$ cat src/rtl/cpu_pkg.sv
// cpu_pkg: shared fetch-path widths, the {pc, ir} queue entry type and a saturating-increment helper.
package cpu_pkg;

    localparam int IADDRWIDTH = 16;
    localparam int IWIDTH     = 16;

    typedef logic [IADDRWIDTH-1:0] iaddr_t;
    typedef logic [IWIDTH-1:0]     iword_t;

    typedef struct packed {
        iaddr_t pc;
        iword_t ir;
    } fetch_entry_t;

    function automatic logic [31:0] sat_inc(input logic [31:0] v);
        return (v == '1) ? v : v + 32'd1;
    endfunction

endpackage

$ cat src/rtl/fetch_fifo.sv
// fetch_fifo: synchronous FIFO of fetch entries with push/pop/flush; head is the registered oldest entry.
module fetch_fifo
    import cpu_pkg::*;
#(
    parameter int DEPTH = 4,
    localparam int AW   = $clog2(DEPTH)
) (
    input  logic         clk,
    input  logic         rst,
    input  logic         push,
    input  logic         pop,
    input  logic         flush,
    input  fetch_entry_t din,
    output fetch_entry_t head,
    output logic [AW:0]  count
);

    fetch_entry_t  mem [DEPTH];
    logic [AW-1:0] wr_ptr;
    logic [AW-1:0] rd_ptr;

    // Storage carries no reset; count/pointers alone define validity.
    always_ff @(posedge clk)
        if (push)
            mem[wr_ptr] <= din;

    always_ff @(posedge clk) begin
        if (rst || flush) begin
            wr_ptr <= '0;
            rd_ptr <= '0;
            count  <= '0;
        end else begin
            wr_ptr <= push ? wr_ptr + AW'(1) : wr_ptr;
            rd_ptr <= pop ? rd_ptr + AW'(1) : rd_ptr;
            count  <= count + (AW+1)'(push) - (AW+1)'(pop);
        end
    end

    assign head = mem[rd_ptr];

endmodule

$ cat src/rtl/ifetch_queue.sv
// ifetch_queue: sequential instruction fetch with one outstanding read, a DEPTH-entry {pc, ir} queue and branch redirect.
// Defining IFETCH_PERF_EN adds the perf_fetched/perf_stall saturating counters.
module ifetch_queue
    import cpu_pkg::*;
#(
    parameter int     DEPTH    = 4,
    parameter iaddr_t RESET_PC = '0
) (
    input  logic                  clk,
    input  logic                  rst,
    output logic                  imem_req,
    output logic [IADDRWIDTH-1:0] imem_addr,
    input  logic                  imem_rvalid,
    input  logic [IWIDTH-1:0]     imem_rdata,
    input  logic                  redirect_valid,
    input  logic [IADDRWIDTH-1:0] redirect_pc,
    output logic                  dec_valid,
    output logic [IWIDTH-1:0]     dec_ir,
    output logic [IADDRWIDTH-1:0] dec_pc,
    input  logic                  dec_ready
`ifdef IFETCH_PERF_EN
   ,output logic [31:0]           perf_fetched,
    output logic [31:0]           perf_stall
`endif
);

    localparam int CW = $clog2(DEPTH) + 1;

    iaddr_t       fetch_pc;
    iaddr_t       req_pc;
    logic         outstanding;
    logic         drop;
    logic [CW-1:0] count;
    fetch_entry_t head;
    fetch_entry_t din;
    logic         live;
    logic         issue;
    logic         push;
    logic         pop;

    // A live request already owns a slot, so count+live is the credit-safe occupancy.
    always_comb begin
        live  = outstanding && !drop;
        issue = !rst && !redirect_valid && (!outstanding || imem_rvalid)
              && ((count + CW'(live)) < CW'(DEPTH));
        push  = outstanding && imem_rvalid && !drop && !redirect_valid;
        pop   = dec_valid && dec_ready && !redirect_valid;
        din   = '{pc: req_pc, ir: imem_rdata};
    end

    always_ff @(posedge clk) begin
        if (rst) begin
            fetch_pc    <= RESET_PC;
            req_pc      <= '0;
            outstanding <= 1'b0;
            drop        <= 1'b0;
        end else begin
            fetch_pc    <= redirect_valid ? redirect_pc
                         : issue ? fetch_pc + IADDRWIDTH'(1) : fetch_pc;
            req_pc      <= issue ? fetch_pc : req_pc;
            outstanding <= issue || (outstanding && !imem_rvalid);
            drop        <= redirect_valid ? (outstanding && !imem_rvalid) : (drop && !imem_rvalid);
        end
    end

    fetch_fifo #(.DEPTH(DEPTH)) u_fifo (
        .clk   (clk),
        .rst   (rst),
        .push  (push),
        .pop   (pop),
        .flush (redirect_valid),
        .din   (din),
        .head  (head),
        .count (count)
    );

    assign imem_req  = issue;
    assign imem_addr = fetch_pc;
    assign dec_valid = (count != '0);
    assign dec_ir    = head.ir;
    assign dec_pc    = head.pc;

`ifdef IFETCH_PERF_EN
    always_ff @(posedge clk) begin
        if (rst) begin
            perf_fetched <= '0;
            perf_stall   <= '0;
        end else begin
            perf_fetched <= (dec_valid && dec_ready) ? sat_inc(perf_fetched) : perf_fetched;
            perf_stall   <= (dec_ready && !dec_valid) ? sat_inc(perf_stall) : perf_stall;
        end
    end
`endif

endmodule

$ cat config.mk
export PLATFORM = sky130hd
export DESIGN_NAME = ifetch_queue
export DESIGN_NICKNAME = d
export VERILOG_FILES = /design/src/rtl/cpu_pkg.sv /design/src/rtl/fetch_fifo.sv /design/src/rtl/ifetch_queue.sv
export SDC_FILE = /design/constraint.sdc
export NUM_CORES = 1
export LEC_CHECK = 0
export BUFFER_PORTS_ARGS = -buffer_cell sky130_fd_sc_hd__buf_2
export CORE_ASPECT_RATIO = 0.8
export CORE_UTILIZATION = 35
export CTS_BUF_LIST = sky130_fd_sc_hd__clkbuf_8
export DETAILED_ROUTE_END_ITERATION = 8
export PLACE_DENSITY = 0.55
export SLEW_MARGIN = 20
export SYNTH_ARGS = -nofsm -noshare
export SYNTH_HDL_FRONTEND = slang
export SYNTH_SLANG_ARGS = --single-unit
export TNS_END_PERCENT = 50
$ cat constraint.sdc
create_clock -name clk -period 3.4 [get_ports clk]
set_clock_uncertainty 0.15 [all_clocks]
set_input_delay 0.68 -clock clk [delete_from_list [all_inputs] [get_ports clk]]
set_output_delay 0.68 -clock clk [all_outputs]
set_load 0.1 [all_outputs]
==> results of run 1 <==
worst max path at each step:
stage               slack, ps         endpoint  cells after the start            from
floorplan                 420         imem_req                      6  redirect_valid
CTS                       330        dec_ir[4]                      3       flip-flop
finish                    420        dec_ir[4]                      3       flip-flop
global placement          680  u_fifo.count[2]                     11  redirect_valid
detailed placement        600  u_fifo.count[2]                     11  redirect_valid
global route              260        dec_ir[0]                      3       flip-flop
power by group through the flow:
stage | sequential [mW] | combinational, mW | clock, mW
after CTS | 2.29 | 0.264 | 1.44
after global placement | 2.34 | 0.260 | 0
after global routing | 2.30 | 0.279 | 1.53
after floorplan | 2.42 | 0.107 | 0
final | 2.29 | 0.264 | 1.40
after detailed placement | 2.34 | 0.264 | 0
flip-flops by register name (all words and copies together), names as in the netlist, named ones only:
register	count
drop	1
imem_addr	16
outstanding	1
u_fifo.count	3
req_pc	16
u_fifo.wr_ptr	2
u_fifo.rd_ptr	2
u_fifo.mem	128
layout make-up:
type	count	share of cell area (%)
sequential	171	60.1
multi-input combinational	198	23.4
timing repair buffer	98	6.97
tap	253	4.04
clock buffer	21	3.69
clock inverter	11	1.33
inverter	9	0.431
metrics by stage:
| step | power [mW] | worst slack [ps] | instance area [um2] |
|---|---|---|---|
| 2_1_floorplan | 2.52 | 420 | 6650 |
| 3_3_place_gp | 2.60 | 679 | 7440 |
| 3_5_place_dp | 2.60 | 600 | 7440 |
| 4_1_cts | 3.99 | 335 | 7830 |
| 5_1_grt | 4.10 | 261 | 7830 |
| 6_report | 3.95 | 420 | 7830 |
worst register-to-register path: cells and delay by family (launching register included):
| kind | cells | cell delay, ps |
|---|---|---|
| simple gates | 3 | 700 |
| flops | 1 | 360 |
| xor+xnor | 2 | 310 |
| buf+inv | 2 | 100 |
| fa+ha+maj | 3 | 790 |
layer usage:
layer  GRT usage, %  wire (um)  vias up
met4           4.04        133        0
li1               -          -     1752
met5              0          0        -
met2           21.9       6110      139
met3           4.85        856       12
met1           20.1       6510     1887
cell usage after synthesis, types with 7 or more instances:
cell type | instances | area share [%]
edfxtp_1 | 128 | 58
nand2_1 | 17 | 0.96
mux2i_1 | 18 | 2.7
inv_1 | 9 | 0.51
mux4_2 | 32 | 11
dfxtp_1 | 43 | 13
ha_1 | 7 | 1.3
nor2_1 | 34 | 1.9
clkbuf_1 | 13 | 0.73
cells by family (layout without fill, tap and decap cells):
logic type	count (synthesis)	after routing	synth area share, %
AO/OA/AOI/OAI	37	37	3.97
XOR/XNOR	9	9	1.19
adder cells (fa/ha/maj)	8	8	1.62
buffers and inverters	29	139	1.79
flip-flops	171	171	70.7
multiplexers	52	52	13.9
AND/OR/NAND/NOR	92	92	6.77
==> flow_summary_export.csv, run 1 <==
group,metric,value,unit
route,drt-initial-drc-count,182,
yosys,async_reset_ff_share,0,%
sta,final_hold_viol_count,0,
die,ios,87,
cells_and_area,nFillCells,1706,
critical_path,cp_slowest_cell,"dfxtp_2",
die,die_y,125,um
pwr,comb_power_share,6.7,%
worst_hold_path,min_path_type,"in2reg",
cells_and_area,area_delta_synth_final,17.8,%
cells_and_area,multi_input_area,0.00184,mm2
critical_path,rr_worst_depth,10,
critical_path,startpoint_type,"flip-flop",
flow_run,maxCapViolCount,0,
sta,worst_pin_slew,584,ps
critical_path,max_stage_delay,710,ps
worst_hold_path,min_from,"imem_rvalid",
route,wl,13600,um
cells_and_area,num_antenna_cells,0,
route,wl_per_cell,17.9,um
route,dr.pass1.iters,4,
yosys,synth_edf_count,128,
route,routed-via-count,3790,
critical_path,arrival,2150,ps
cells_and_area,final_cells,761,
die,die_w,156,um
sta,min_period_over_period,87.7,%
critical_path,worstSetupPathType,"reg2out",
worst_hold_path,holdPathStages,2,
pwr,cellLeakagePower,2.91,nW
critical_path,reg2reg_from,"u_fifo.count[2]",
global_route,grt_pass1_wl,21300,um
clocking,clk_path_buf_depth,2,
global_route,grt_pass1_vias,3902,
die,dieArea,0.0196,mm2
clocking,cts_resized,0,
pwr,seq_power_share,58.0,%
cells_and_area,mostFrequentLayoutCells,"128 x edfxtp_1, 86 x buf_2, 41 x dfxtp_1",
pwr,switching_share,23.2,%
global_route,grt_use_total,14.6,%
place,dp_cells,729,
sta,rsz0062_at_grt,"false",
critical_path,worstPathCellList,"buf_4 > mux4_2 > buf_2",
critical_path,crit_path_end_kind,"output pin",
die,placementRows,44,
yosys,syn_avg_cell_area,16.7,um2
worst_hold_path,hold-path-endpoint,"drop",
clocking,cts_inserted_buffers,17,
pwr,powerDensity,504,mW/mm2
clocking,cts_htree_levels,4,
yosys,synth-main-ff-cell,"edfxtp_1",
pwr,clockPowerShare,35.3,%
cells_and_area,fin_nets,540,
yosys,seq_area_frac_synth,70.7,%
route,ant_nets,0,
critical_path,path_buf_inv,2,
place,dp.final_hpwl,8800,um
place,place.gp.congestion,0.880,
clocking,clk_transition_reported_paths,90,ps
cells_and_area,drive_above_1_share,33.7,%
critical_path,cp_data_required_time,2570,ps
pwr,p_sw,915,uW
outcome,status,"complete, no violations",
route,route.detailed.drc,0,
critical_path,r2r_end,"u_fifo.count[2]",
place,io_buffers,86,
yosys,netlist_instances,398,
pwr,power.internal,3.04,mW
critical_path,ff2ff_setup_slack,890,ps
yosys,synth-seq-cells,171,
route,viasPerCell,4.98,
die,core_area,0.0184,mm2
clocking,clkLatencyLatePin,440,ps
cells_and_area,final_common_cell,"edfxtp_1",
global_route,gr-total-overflow,0,
clocking,clock_sinks,171,
critical_path,crit_family,"buffers and inverters",
clocking,post_cts.repair.setup_buffers,0,
pwr,vdd_ir_drop_max,0.261,mV
yosys,ys.warnings.count,0,
clocking,cts_tree,"yes",
yosys,synth_cell_types,46,
sta,finalSetupViolCount,0,
cells_and_area,final_core_util,42.6,%
yosys,synth_nets,443,
cells_and_area,seqCellArea,0.00471,mm2
global_route,antenna_found_initial,0,
critical_path,critPathMaxFanout,20,
global_route,grt_start_max_net_pins,36,
sta,drv_slew,0,
sta,fin_hold_ws,298,ps
yosys,syn_area,0.00665,mm2
sta,min_period,2980,ps
clocking,postCtsHoldBufs,0,
clocking,root_buffer,"clkbuf_8",
sta,max_freq,336,MHz
die,start_util,36.2,%
sta,finalSetupTns,0,ps
sta,slew_headroom,61.1,%
Power figures use the tool's default switching activity.
==> run 2, diff against run 1 <==
--- a/config.mk
+++ b/config.mk
@@ -6,11 +6,13 @@
 export NUM_CORES = 1
 export LEC_CHECK = 0
 export BUFFER_PORTS_ARGS = -buffer_cell sky130_fd_sc_hd__buf_2
+export CELL_PAD_IN_SITES_DETAIL_PLACEMENT = 1
+export CELL_PAD_IN_SITES_GLOBAL_PLACEMENT = 2
 export CORE_ASPECT_RATIO = 0.8
 export CORE_UTILIZATION = 35
 export CTS_BUF_LIST = sky130_fd_sc_hd__clkbuf_8
 export DETAILED_ROUTE_END_ITERATION = 8
-export PLACE_DENSITY = 0.55
+export PLACE_DENSITY = 0.7
 export SLEW_MARGIN = 20
 export SYNTH_ARGS = -nofsm -noshare
 export SYNTH_HDL_FRONTEND = slang
==> run 2 against run 1 <==
Sequential share of layout area down 0.32 points. Combinational power up 2%. Critical endpoint is now dec_pc[5]. Highest routed layer unchanged. Largest power group unchanged. Die area unchanged.
==> flow_summary_export.csv, run 2 (same netlist as run 1, synthesis figures left out) <==
group,metric,value,unit
worst_hold_path,min_path_type,"in2reg",
cells_and_area,largest_reg_flops,128,
critical_path,startpoint_type,"flip-flop",
place,place.gp.congestion,0.748,
critical_path,rr_worst_depth,10,
cells_and_area,drive_above_1_share,34.2,%
sta,max_freq,349,MHz
clocking,cts_tree,"yes",
critical_path,worstPathCellList,"buf_12 > mux4_2 > buf_2",
place,dp.final_hpwl,9530,um
cells_and_area,top_register,"u_fifo.mem",
critical_path,cp_slowest_cell,"dfxtp_2",
clocking,clk_path_buf_depth,2,
global_route,grt_start_max_net_pins,36,
cells_and_area,final_common_cell,"edfxtp_1",
critical_path,crit_family,"flip-flops",
clocking,root_buffer,"clkbuf_8",
sta,min_period,2870,ps
cells_and_area,mostFrequentLayoutCells,"128 x edfxtp_1, 86 x buf_2, 41 x dfxtp_1",
critical_path,ff2ff_setup_slack,890,ps
clocking,postCtsHoldBufs,0,
die,ios,87,
sta,rsz0062_at_grt,"false",
flow_run,maxCapViolCount,0,
die,dieArea,0.0196,mm2
clocking,clk_transition_reported_paths,100,ps
cells_and_area,fin_nets,538,
critical_path,critPathMaxFanout,18,
critical_path,reg2reg_from,"u_fifo.count[2]",
die,start_util,36.2,%
sta,min_period_over_period,84.3,%
sta,slew_headroom,61.5,%
critical_path,crit_path_end_kind,"output pin",
sta,worst_pin_slew,575,ps
die,die_y,125,um
route,ant_nets,0,
global_route,gr-total-overflow,0,
critical_path,cp.depth,3,
global_route,grt_pass1_vias,4005,
critical_path,worstSetupPathType,"reg2out",
global_route,antenna_found_initial,0,
outcome,status,"complete, no violations",
clocking,cts_htree_levels,4,
route,viasPerCell,5.03,
global_route,grt_use_total,15.7,%
route,wl,14400,um
sta,finalSetupTns,0,ps
clocking,clkLatencyLatePin,450,ps
route,routed-via-count,3815,
sta,drv_slew,0,
place,place_worst_setup_slack,531,ps
cells_and_area,area_delta_synth_final,18.4,%
route,drt-initial-drc-count,220,
critical_path,arrival,2040,ps
die,die_w,156,um
pwr,vdd_ir_drop_max,0.252,mV
clocking,clock_sinks,171,
critical_path,path_buf_inv,2,
place,io_buffers,86,
route,dr.pass1.iters,4,
die,core_area,0.0184,mm2
cells_and_area,num_antenna_cells,0,
critical_path,r2r_end,"u_fifo.count[2]",
global_route,grt_pass1_wl,22800,um
clocking,post_cts.repair.setup_buffers,0,
clocking,cts_inserted_buffers,17,
route,wl_per_cell,19.0,um
sta,layout_setup_ws,534,ps
die,placementRows,44,
pwr,cellLeakagePower,2.90,nW
route,route.detailed.drc,0,
critical_path,cp-endpoint,"dec_pc[5]",
clocking,cts_resized,0,
critical_path,max_stage_delay,690,ps
critical_path,cp_data_required_time,2570,ps
pwr,powerDensity,513,mW/mm2
sta,finalSetupViolCount,0,
sta,final_hold_viol_count,0,
run 2: cell types whose count changed in the layout (fill, tap and decap cells not counted), sizes merged:
cell	before	now
clkinvlp	1	0
buf	98	96
clkbuf	21	17
clkinv	3	5
inv	14	17
run 2: cell type report:
cell class | instances | area [um2]
fillers | 1915 | 10500
flip-flops and latches | 171 | 4710
multi-input cells | 198 | 1840
repair buffers | 96 | 568
well taps | 253 | 317
clock buffers | 17 | 234
clock inverters | 15 | 179
inverters | 9 | 33.8
run 2: routing by layer:
layer,up-vias,track usage [%],wire [um]
li1,1754,-,-
met2,97,23.2,6400
met3,11,4.58,680
met4,0,4.50,135
met1,1953,22.3,7220
met5,-,0,0
run 2: worst min-delay path by stage:
stage | start | end | slack [ps] | cells past startpoint
after global placement | req_pc[5] | u_fifo.mem[2][21] | 330 | 0
after CTS | imem_rdata[4] | u_fifo.mem[3][4] | 260 | 1
final | imem_rdata[13] | u_fifo.mem[2][13] | 290 | 1
after floorplan | req_pc[0] | u_fifo.mem[0][16] | 310 | 0
after detailed placement | req_pc[13] | u_fifo.mem[2][29] | 350 | 0
after global routing | imem_rdata[13] | u_fifo.mem[2][13] | 250 | 1
run 2: metrics by stage:
stage | cell area [um2] | std cells | utilization, % | power, mW | hold slack (ps)
after floorplan | 6650 | 398 | - | 2.52 | 310
after global placement | 7460 | 727 | 40.6 | 2.60 | 333
after detailed placement | 7460 | 727 | 40.6 | 2.61 | 354
after CTS | 7870 | 759 | 42.8 | 4.09 | 257
after global routing | 7870 | 759 | 42.8 | 4.18 | 251
final | 7870 | 759 | 42.8 | 4.04 | 288
run 2: where the power goes:
group | internal, mW | total (mW) | switching, mW
clock | 0.682 | 1.48 | 0.796
sequential | 2.25 | 2.29 | 0.0390
combinational | 0.0630 | 0.268 | 0.205
run 2: worst register-to-register path: cells and delay by family (launching register included):
kind                       cells  cell delay [ps]
adders and majority gates      3              790
buffers and inverters          2              110
xor gates and xnor gates       2              310
and+or+nand+nor                3              700
DFF                            1              360
==> run 3, diff against run 2 <==
==> constraint.sdc (replaced) <==
create_clock -name clk -period 3 [get_ports clk]
set_clock_uncertainty 0.15 [all_clocks]
set_input_delay 0.6 -clock clk [delete_from_list [all_inputs] [get_ports clk]]
set_output_delay 0.6 -clock clk [all_outputs]
set_load 0.1 [all_outputs]
==> run 3 against run 2 <==
Power increased by 6.9%. Die area did not move. Worst setup slack worse by 350 ps. Register-to-register slack worse by 400 ps. Non-clock buffer count up 5. Via count rose by 0.34%. Critical path depth did not move. Critical path type unchanged. Critical endpoint is now dec_pc[14]. Largest cell class unchanged. Largest power group unchanged.
==> flow_summary_export.csv, run 3 (same netlist as run 1, synthesis figures left out) <==
group,metric,value,unit
worst_hold_path,min_path_type,"in2reg",
pwr,power,4.32,mW
sta,drv_slew,0,
worst_hold_path,min_from,"imem_rdata[13]",
critical_path,startpoint_type,"flip-flop",
clocking,cts_resized,0,
clocking,cts_htree_levels,4,
sta,finalSetupTns,0,ps
route,routed-via-count,3828,
worst_hold_path,hold-path-endpoint,"u_fifo.mem[3][13]",
critical_path,reg2reg_from,"u_fifo.count[2]",
clocking,clock_sinks,171,
cells_and_area,drive_above_1_share,33.7,%
pwr,powerDensity,551,mW/mm2
cells_and_area,area_delta_synth_final,17.9,%
route,route.detailed.drc,0,
sta,max_freq,355,MHz
critical_path,ff2ff_setup_slack,490,ps
global_route,grt_pass1_vias,4072,
global_route,grt_start_max_net_pins,36,
sta,min_period_over_period,94.0,%
sta,final_hold_viol_count,0,
clocking,cts_tree,"yes",
route,wl,14200,um
critical_path,worstPathCellList,"buf_4 > mux4_2 > buf_2",
critical_path,arrival,2070,ps
sta,finalSetupViolCount,0,
die,core_area,0.0184,mm2
pwr,cellLeakagePower,2.89,nW
critical_path,cp_slowest_cell,"mux4_2",
clocking,clk_path_buf_depth,2,
global_route,gr-total-overflow,0,
worst_hold_path,holdPathStages,1,
die,die_w,156,um
critical_path,max_stage_delay,590,ps
die,dieArea,0.0196,mm2
cells_and_area,top_register,"u_fifo.mem",
route,wl_per_cell,18.6,um
route,drt-initial-drc-count,258,
critical_path,r2r_end,"u_fifo.count[2]",
sta,rsz0062_at_grt,"false",
place,dp_cells,732,
critical_path,cp_data_required_time,2250,ps
pwr,vdd_ir_drop_max,0.231,mV
route,dr.pass1.iters,4,
clocking,root_buffer,"clkbuf_8",
outcome,status,"complete, no violations",
clocking,post_cts.repair.setup_buffers,0,
global_route,grt_use_total,15.6,%
clocking,clk_transition_reported_paths,80,ps
place,place.gp.congestion,0.770,
critical_path,worstSetupPathType,"reg2out",
cells_and_area,num_antenna_cells,0,
sta,worst_pin_slew,520,ps
place,io_buffers,86,
critical_path,critPathMaxFanout,21,
die,placementRows,44,
clocking,clkLatencyLatePin,440,ps
critical_path,path_buf_inv,2,
critical_path,rr_worst_depth,10,
die,die_y,125,um
clocking,cts_inserted_buffers,17,
sta,slew_headroom,65.6,%
sta,min_period,2820,ps
global_route,antenna_found_initial,0,
cells_and_area,nFillCells,1886,
flow_run,maxCapViolCount,0,
cells_and_area,largest_reg_flops,128,
route,ant_nets,0,
clocking,postCtsHoldBufs,0,
cells_and_area,mostFrequentLayoutCells,"128 x edfxtp_1, 86 x buf_2, 41 x dfxtp_1",
die,start_util,36.2,%
cells_and_area,final_cells,763,
route,viasPerCell,5.02,
cells_and_area,fin_nets,543,
global_route,grt_pass1_wl,22700,um
die,ios,87,
cells_and_area,final_common_cell,"edfxtp_1",
critical_path,crit_path_end_kind,"output pin",
critical_path,crit_family,"buffers and inverters",
place,dp.final_hpwl,9380,um
-- run 3: changes by cell type in the layout (fill, tap and decap cells not counted), sizes merged --
cell	delta
inv	-6
bufinv	-1
buf	+5
clkinvlp	+3
clkinv	+3
-- run 3: cell type report --
| type | count | area (um2) | area share (%) |
|---|---|---|---|
| tap | 253 | 317 | 4.04 |
| clock buffer | 17 | 234 | 2.98 |
| inverter | 9 | 33.8 | 0.431 |
| clock inverter | 14 | 108 | 1.37 |
| multi-input combinational | 198 | 1840 | 23.4 |
| sequential | 171 | 4710 | 60.0 |
| timing repair buffer | 101 | 606 | 7.72 |
-- run 3: how the worst max path moves through the flow --
stage                                  to  cells after the start       startpoint
after floorplan           u_fifo.count[2]                     10  u_fifo.count[2]
after global placement    u_fifo.count[2]                     11   redirect_valid
after detailed placement  u_fifo.count[2]                     11   redirect_valid
after CTS                       dec_pc[5]                      3        flip-flop
after global routing            dec_pc[5]                      3        flip-flop
final                          dec_pc[14]                      3        flip-flop
-- run 3: where the power goes --
part	switching (mW)	internal [mW]	total, mW
Combinational	0.234	0.0749	0.309
Sequential	0.0428	2.56	2.60
Clock	0.776	0.637	1.41
-- run 3: per-stage QoR --
stage	area, um2	utilization [%]	setup WS (ps)	hold WS [ps]
2_1_floorplan	6650	-	49.6	310
3_5_place_dp	7500	40.8	424	349
6_report	7840	42.6	181	227
3_3_place_gp	7500	40.8	502	329
5_1_grt	7840	42.6	48.3	188
4_1_cts	7840	42.6	120	191
-- run 3: per-layer routing --
layer  track usage (%)  vias to the layer above  routed length (um)
met3              4.44                       10                 746
met5                 0                        -                   0
li1                  -                     1752                   -
met1              21.8                     1955                6920
met4              3.63                        0                 104
met2              24.1                      111                6430
